<file path="src/rtl/rotmat_to_quat.sv">
`default_nettype none
// ============================================================================
// rotmat_to_quat: 3x3 rotation matrix (Q1.30) to unit quaternion (Q1.30),
// Shepperd's method, one restoring sqrt then three restoring divides.
// Revision: 1.0
// ============================================================================
module rotmat_to_quat #(
  parameter int W    = 32,
  parameter int ITER = 32
) (
  input  logic                clk,
  input  logic                rst,
  input  logic                in_valid,
  output logic                in_ready,
  input  logic signed [W-1:0] r00,
  input  logic signed [W-1:0] r01,
  input  logic signed [W-1:0] r02,
  input  logic signed [W-1:0] r10,
  input  logic signed [W-1:0] r11,
  input  logic signed [W-1:0] r12,
  input  logic signed [W-1:0] r20,
  input  logic signed [W-1:0] r21,
  input  logic signed [W-1:0] r22,
  output logic                out_valid,
  input  logic                out_ready,
  output logic signed [W-1:0] qw,
  output logic signed [W-1:0] qx,
  output logic signed [W-1:0] qy,
  output logic signed [W-1:0] qz
);

  localparam int CW = $clog2(ITER + 1);
  localparam int FB = W - 2;
  localparam logic signed [W+2:0] ONE = (W+3)'(1) <<< FB;
  localparam logic [W-1:0] LIM = W'(1) << FB;
  localparam logic [CW-1:0] LAST = CW'(ITER - 1);

  typedef enum logic [2:0] {IDLE, SEL, SQRT, DIV, FIN, OUT} state_t;

  state_t                state;
  logic   [CW-1:0]       cnt;
  logic   [1:0]          k;
  logic   [1:0]          sel;
  logic signed [W-1:0]   m00, m01, m02, m10, m11, m12, m20, m21, m22;
  logic signed [W:0]     n0, n1, n2;
  logic signed [W-1:0]   qres [3];
  logic   [2*W-1:0]      rad;
  logic   [W+1:0]        srem;
  logic   [W-1:0]        root;
  logic   [W-1:0]        drem;
  logic   [W-1:0]        dlo;

  assign in_ready = (state == IDLE) && !rst;

  // Diagonal sums in Q3.30 and the branch-dependent numerators.
  logic signed [W+2:0] e00, e11, e22, dw, dx, dy, dz, dsel;
  logic [1:0]          sel_c;
  logic signed [W:0]   a01, a02, a10, a12, a20, a21;
  logic signed [W:0]   nc0, nc1, nc2;

  always_comb begin
    e00 = (W+3)'(m00);
    e11 = (W+3)'(m11);
    e22 = (W+3)'(m22);
    dw  = ONE + e00 + e11 + e22;
    dx  = ONE + e00 - e11 - e22;
    dy  = ONE - e00 + e11 - e22;
    dz  = ONE - e00 - e11 + e22;
    sel_c = 2'd0;
    dsel  = dw;
    if (dx > dsel) begin sel_c = 2'd1; dsel = dx; end
    if (dy > dsel) begin sel_c = 2'd2; dsel = dy; end
    if (dz > dsel) begin sel_c = 2'd3; dsel = dz; end
    a01 = (W+1)'(m01);
    a02 = (W+1)'(m02);
    a10 = (W+1)'(m10);
    a12 = (W+1)'(m12);
    a20 = (W+1)'(m20);
    a21 = (W+1)'(m21);
    case (sel_c)
      2'd0:    begin nc0 = a21 - a12; nc1 = a02 - a20; nc2 = a10 - a01; end
      2'd1:    begin nc0 = a21 - a12; nc1 = a01 + a10; nc2 = a02 + a20; end
      2'd2:    begin nc0 = a02 - a20; nc1 = a01 + a10; nc2 = a12 + a21; end
      default: begin nc0 = a10 - a01; nc1 = a02 + a20; nc2 = a12 + a21; end
    endcase
  end

  // One restoring square-root step: two radicand bits in, one root bit out.
  logic [W+3:0] sq_rn, sq_trial;
  logic         sq_ge;
  logic [W+1:0] srem_nx;
  logic [W-1:0] root_nx;

  always_comb begin
    sq_rn    = {srem, rad[2*W-1 -: 2]};
    sq_trial = {2'b00, root, 2'b01};
    sq_ge    = (sq_rn >= sq_trial);
    srem_nx  = sq_ge ? (W+2)'(sq_rn - sq_trial) : (W+2)'(sq_rn);
    root_nx  = {root[W-2:0], sq_ge};
  end

  // One restoring divide step against h, plus the next dividend to load.
  logic [W:0]          dv_sh;
  logic                dv_ge;
  logic [W-1:0]        drem_nx, dlo_nx, qmag;
  logic signed [W-1:0] qsig;
  logic signed [W:0]   nsrc;
  logic [W:0]          nabs;
  logic [2*W-1:0]      dvd;

  always_comb begin
    dv_sh   = {drem, dlo[W-1]};
    dv_ge   = (dv_sh >= {1'b0, root});
    drem_nx = dv_ge ? W'(dv_sh - {1'b0, root}) : W'(dv_sh);
    dlo_nx  = {dlo[W-2:0], dv_ge};
    qmag    = (dlo_nx > LIM) ? LIM : dlo_nx;
    qsig    = n0[W] ? -$signed(qmag) : $signed(qmag);
    nsrc    = (state == SQRT) ? n0 : n1;
    nabs    = nsrc[W] ? (W+1)'(-nsrc) : (W+1)'(nsrc);
    dvd     = {{(W-1){1'b0}}, nabs} << (W-3);
  end

  // Place the half-root and the three quotients, then canonicalise qw >= 0.
  logic signed [W-1:0] hh, cw, cx, cy, cz;

  always_comb begin
    hh = $signed({1'b0, root[W-1:1]});
    case (sel)
      2'd0:    begin cw = hh;      cx = qres[0]; cy = qres[1]; cz = qres[2]; end
      2'd1:    begin cw = qres[0]; cx = hh;      cy = qres[1]; cz = qres[2]; end
      2'd2:    begin cw = qres[0]; cx = qres[1]; cy = hh;      cz = qres[2]; end
      default: begin cw = qres[0]; cx = qres[1]; cy = qres[2]; cz = hh;      end
    endcase
  end

  always_ff @(posedge clk) begin
    if (rst) begin
      state     <= IDLE;
      out_valid <= 1'b0;
      qw        <= '0;
      qx        <= '0;
      qy        <= '0;
      qz        <= '0;
      cnt       <= '0;
      k         <= '0;
    end else begin
      case (state)
        IDLE: begin
          if (in_valid) begin
            m00 <= r00; m01 <= r01; m02 <= r02;
            m10 <= r10; m11 <= r11; m12 <= r12;
            m20 <= r20; m21 <= r21; m22 <= r22;
            state <= SEL;
          end
        end
        SEL: begin
          sel   <= sel_c;
          n0    <= nc0;
          n1    <= nc1;
          n2    <= nc2;
          rad   <= {{(W-3){1'b0}}, dsel} << FB;
          srem  <= '0;
          root  <= '0;
          cnt   <= '0;
          state <= SQRT;
        end
        SQRT: begin
          rad  <= rad << 2;
          srem <= srem_nx;
          root <= root_nx;
          cnt  <= cnt + 1'b1;
          if (cnt == LAST) begin
            cnt   <= '0;
            k     <= '0;
            drem  <= dvd[2*W-1:W];
            dlo   <= dvd[W-1:0];
            state <= DIV;
          end
        end
        DIV: begin
          drem <= drem_nx;
          dlo  <= dlo_nx;
          cnt  <= cnt + 1'b1;
          if (cnt == LAST) begin
            qres[k] <= qsig;
            n0      <= n1;
            n1      <= n2;
            drem    <= dvd[2*W-1:W];
            dlo     <= dvd[W-1:0];
            cnt     <= '0;
            k       <= k + 1'b1;
            if (k == 2'd2) state <= FIN;
          end
        end
        FIN: begin
          qw        <= cw[W-1] ? -cw : cw;
          qx        <= cw[W-1] ? -cx : cx;
          qy        <= cw[W-1] ? -cy : cy;
          qz        <= cw[W-1] ? -cz : cz;
          out_valid <= 1'b1;
          state     <= OUT;
        end
        OUT: begin
          if (out_ready) begin
            out_valid <= 1'b0;
            state     <= IDLE;
          end
        end
        default: state <= IDLE;
      endcase
    end
  end

endmodule
`default_nettype wire

</file>
<file path="config.mk">
export PLATFORM = sky130hd
export DESIGN_NAME = rotmat_to_quat
export DESIGN_NICKNAME = d
export VERILOG_FILES = /design/src/rtl/rotmat_to_quat.sv
export SDC_FILE = /design/constraint.sdc
export NUM_CORES = 2
export LEC_CHECK = 0
export CORE_ASPECT_RATIO = 0.9
export CORE_MARGIN = 4
export CORE_UTILIZATION = 32
export CTS_CLUSTER_DIAMETER = 200
export CTS_CLUSTER_SIZE = 12
export DETAILED_ROUTE_END_ITERATION = 7
export PLACE_DENSITY = 0.57
export SETUP_SLACK_MARGIN = 0.5
export SLEW_MARGIN = 20
export SYNTH_ARGS = -nofsm -noshare
export SYNTH_HDL_FRONTEND = slang
export SYNTH_SLANG_ARGS = --single-unit
</file>
<file path="constraint.sdc">
create_clock -name clk -period 14.62 [get_ports clk]
set_input_delay 2.924 -clock clk [delete_from_list [all_inputs] [get_ports clk]]
set_output_delay 2.924 -clock clk [all_outputs]
set_load 0.005 [all_outputs]
</file>
==> results by group <==
Clock network
  • Root Driver: clkbuf_16
  • CTS tree: yes
  • H-tree levels: 3
  • CTS buffer count: 75
  • Hold Buf Count CTS: 0
  • Clock-pin slew on the worst setup and hold paths: 0.08 ns
  • Clk Latency, worst-skew pair: 0.70 ns
  • Sink Count: 789
  • Clk buf depth: 3

STA
  • PnR worst setup slack: 1.30 ns
  • Setup TNS: 0 ns
  • Min Clock Period, post-route: 13.32 ns
  • Fin. max-slew vios: 0
  • RSZ-0062 raised after global routing: false
  • Fmax: 75.1 MHz
  • Fin crit share: 91.1%
  • Worst-Margin Slew: 1.07 ns
  • Hold Fails Final Rpt: 0
  • Max transition margin: 28.0%
  • Final Skew: 0.0367 ns
  • Setup-failing EPs final: 0

Die
  • Row count: 150
  • Die height: 419 um
  • Chip Width: 464 um
  • Top-Level Pins: 422
  • Core Area: 186000 um2
  • Initial Utilization: 32.2%
  • Die Area: 194000 um2

Logic synthesis
  • Sequential area share after synthesis: 37.2%
  • Post-synthesis xor/xnor area fraction: 7.47%
  • Mapped Cells: 6353
  • Yosys reg bits: 789
  • Synthesized area: 59900 um2
  • Largest family of logic cells by synthesized area: compound AO/OA/AOI/OAI gates
  • Multiplexer area fraction after synthesis: 3.13%
  • Synth Area in Simple Gates: 13.6%
  • Synth Area in Compound Gates: 18.7%
  • Syn_area_per_cell: 9.43 um2
  • Post-Synth Adder-Cell Area: 15.5%
  • Netlist cell types: 92
  • Post-synth net total: 7302
  • Most common flop cell mapped by yosys: edfxtp_1
  • Number of synthesis warnings: 0
  • Post-synth EDFFs: 649
  • Fraction of registers with async set/reset: 0%

Final layout
  • Fin cells: 9208
  • Share of cells above drive strength 1: 4.46%
  • # nets final: 7619
  • Area Growth Syn to Fin: 15.8%

Setup path
  • Crit. End Element: register
  • Worst path top cell family by delay: compound AO/OA/AOI/OAI gates
  • Crit path kind: register to register
  • Crit-path slowest cell: fa_1
  • CP max FO: 14
  • CP required: 15.06 ns
  • Critical Path AT: 13.76 ns
  • Worst Setup Start Kind: register
  • Critical Path Most Common Cell: a21o_1
  • CP max stage delay: 0.58 ns
  • Buf/Inv on CP: 4

Place
  • Post-place setup slack: 0.0446 ns
  • IO buf count: 421
  • Dpl cells: 9078
  • Detailed Place HPWL: 152000 um
  • Placer congestion estimate: 0.902

Worst hold path
  • HP Class: register to register

Routing
  • Initial DRC count: 3807
  • Wirelength, routed: 193000 um
  • DR pass1 iterations: 5
  • Avg WL per Cell: 21.0 um
  • # DRC: 0
  • Vias: 48.4k
  • Vias per cell: 5.25
  • Detail Route Antenna Nets: 0

GRT
  • Grt total ovfl: 0
  • Initial antenna violation count: 5
  • First-pass GRT wire length: 290000 um
  • GR Util All Layers: 19.2%
  • Vias in the first global route: 46.9k
  • Largest net degree at the start of global routing: 132

Run status
  • Status: finished, final reports clean

Job
  • Max-cap violations: 0
-- area by class of cell --
cell class	instances	area (um2)
clock buffers	98	1980
repair buffers	516	5000
multi-input cells	4878	35300
clock inverters	7	119
inverters	410	1540
well taps	2508	3140
diodes	2	5.00
flip-flops and latches	789	22300
fillers	18700	117000
-- Yosys cell counts, types with 44 or more instances --
library cell / count / area (um2)
a21o_1: 139 / 1040
nand3_1: 89 / 445
o21bai_1: 56 / 420
o22ai_1: 56 / 350
ha_1: 517 / 6470
clkbuf_1: 228 / 856
a31oi_1: 80 / 500
edfxtp_1: 649 / 19500
nor2_1: 633 / 2380
o21a_1: 70 / 526
and3_1: 92 / 576
nor2b_1: 70 / 438
fa_1: 140 / 2800
nand2_1: 452 / 1700
a221oi_1: 71 / 622
a211oi_1: 79 / 593
xnor2_1: 327 / 2860
nand2b_1: 63 / 394
a21oi_1: 589 / 2950
nor3_1: 132 / 661
or3_1: 56 / 350
o21ai_0: 314 / 1570
mux2i_1: 173 / 1730
inv_1: 407 / 1530
o211ai_1: 55 / 413
xor2_1: 182 / 1590
dfxtp_1: 140 / 2800
o31ai_1: 44 / 330
-- worst paths after layout --
kind              startpoint     end  slack, ns  cells after the start
setup reg to reg     m00[14]  n1[20]       1.30                     57
setup / recovery     m00[14]  n1[20]       1.30                     57
hold reg to reg       qw[28]  qw[28]       0.45                      2
hold / removal        qw[28]  qw[28]       0.45                      2
-- state kept, by name (all words and copies together), names as in the netlist, 33 cells and up --
| register | cells |
|---|---|
| n0 | 33 |
| n1 | 33 |
| n2 | 33 |
| qres | 96 |
| rad | 34 |
| srem | 34 |
-- through the flow --
stage,cell area [um2],hold slack (ns),util [%]
detailed placement,66900,0.443,35.9
CTS,69000,0.451,37.1
global placement,66900,0.442,35.9
floorplan,59900,0.448,-
finish,69400,0.449,37.3
global route,69400,0.468,37.3
-- worst register-to-register path: cells and delay by family (launching register included) --
family | cells | cell delay (ns)
simple gates | 13 | 2.61
compound gates | 29 | 5.86
fa+ha+maj | 6 | 1.97
mux | 4 | 1.21
flops | 1 | 0.46
xor+xnor | 1 | 0.18
buf+inv | 4 | 0.75
-- layer usage --
metal,share of wire (%),track usage (%)
met3,5.1,2.54
met4,2.0,3.88
met2,44,30.4
met5,0.018,0
met1,48,27.9
-- cell families after synthesis --
logic type	after synthesis
AOI/OAI and AO/OA	1756
xor gates and xnor gates	510
adders and majority gates	658
buffers and inverters	686
DFF	789
muxes	186
and+or+nand+nor	1768
-- cell usage in the layout (no fill, tap or decap), drive strengths merged, types with 21 or more instances in the layout --
cell type / instances
o21ai: 320
mux2i: 173
nand2: 452
a31oi: 81
nor4: 32
nor2: 634
clkdlybuf4s50: 420
edfxtp: 649
o31ai: 45
a21oi: 589
nand3: 89
a21o: 139
nor2b: 70
and3: 92
a221oi: 82
a211oi: 80
xnor2: 328
nand4: 36
or3: 56
clkbuf: 99
o211ai: 55
nor3: 132
buf: 95
o22ai: 56
fa: 140
dfxtp: 140
a21boi: 33
xor2: 182
or2: 26
ha: 517
a311oi: 21
o21bai: 56
o21a: 70
inv: 411
and2: 31
nand2b: 63
-- timing repair --
action / in CTS / in global routing
cloned: 0 / 1
endpoints found under the setup margin: 99 / 133
resized for setup: 6 / 46
setup buffers: 1 / 21
pin swaps: 1 / 11
Power is not shown: default switching activity piles up to over one toggle a cycle in this logic, so the estimate is an artifact.
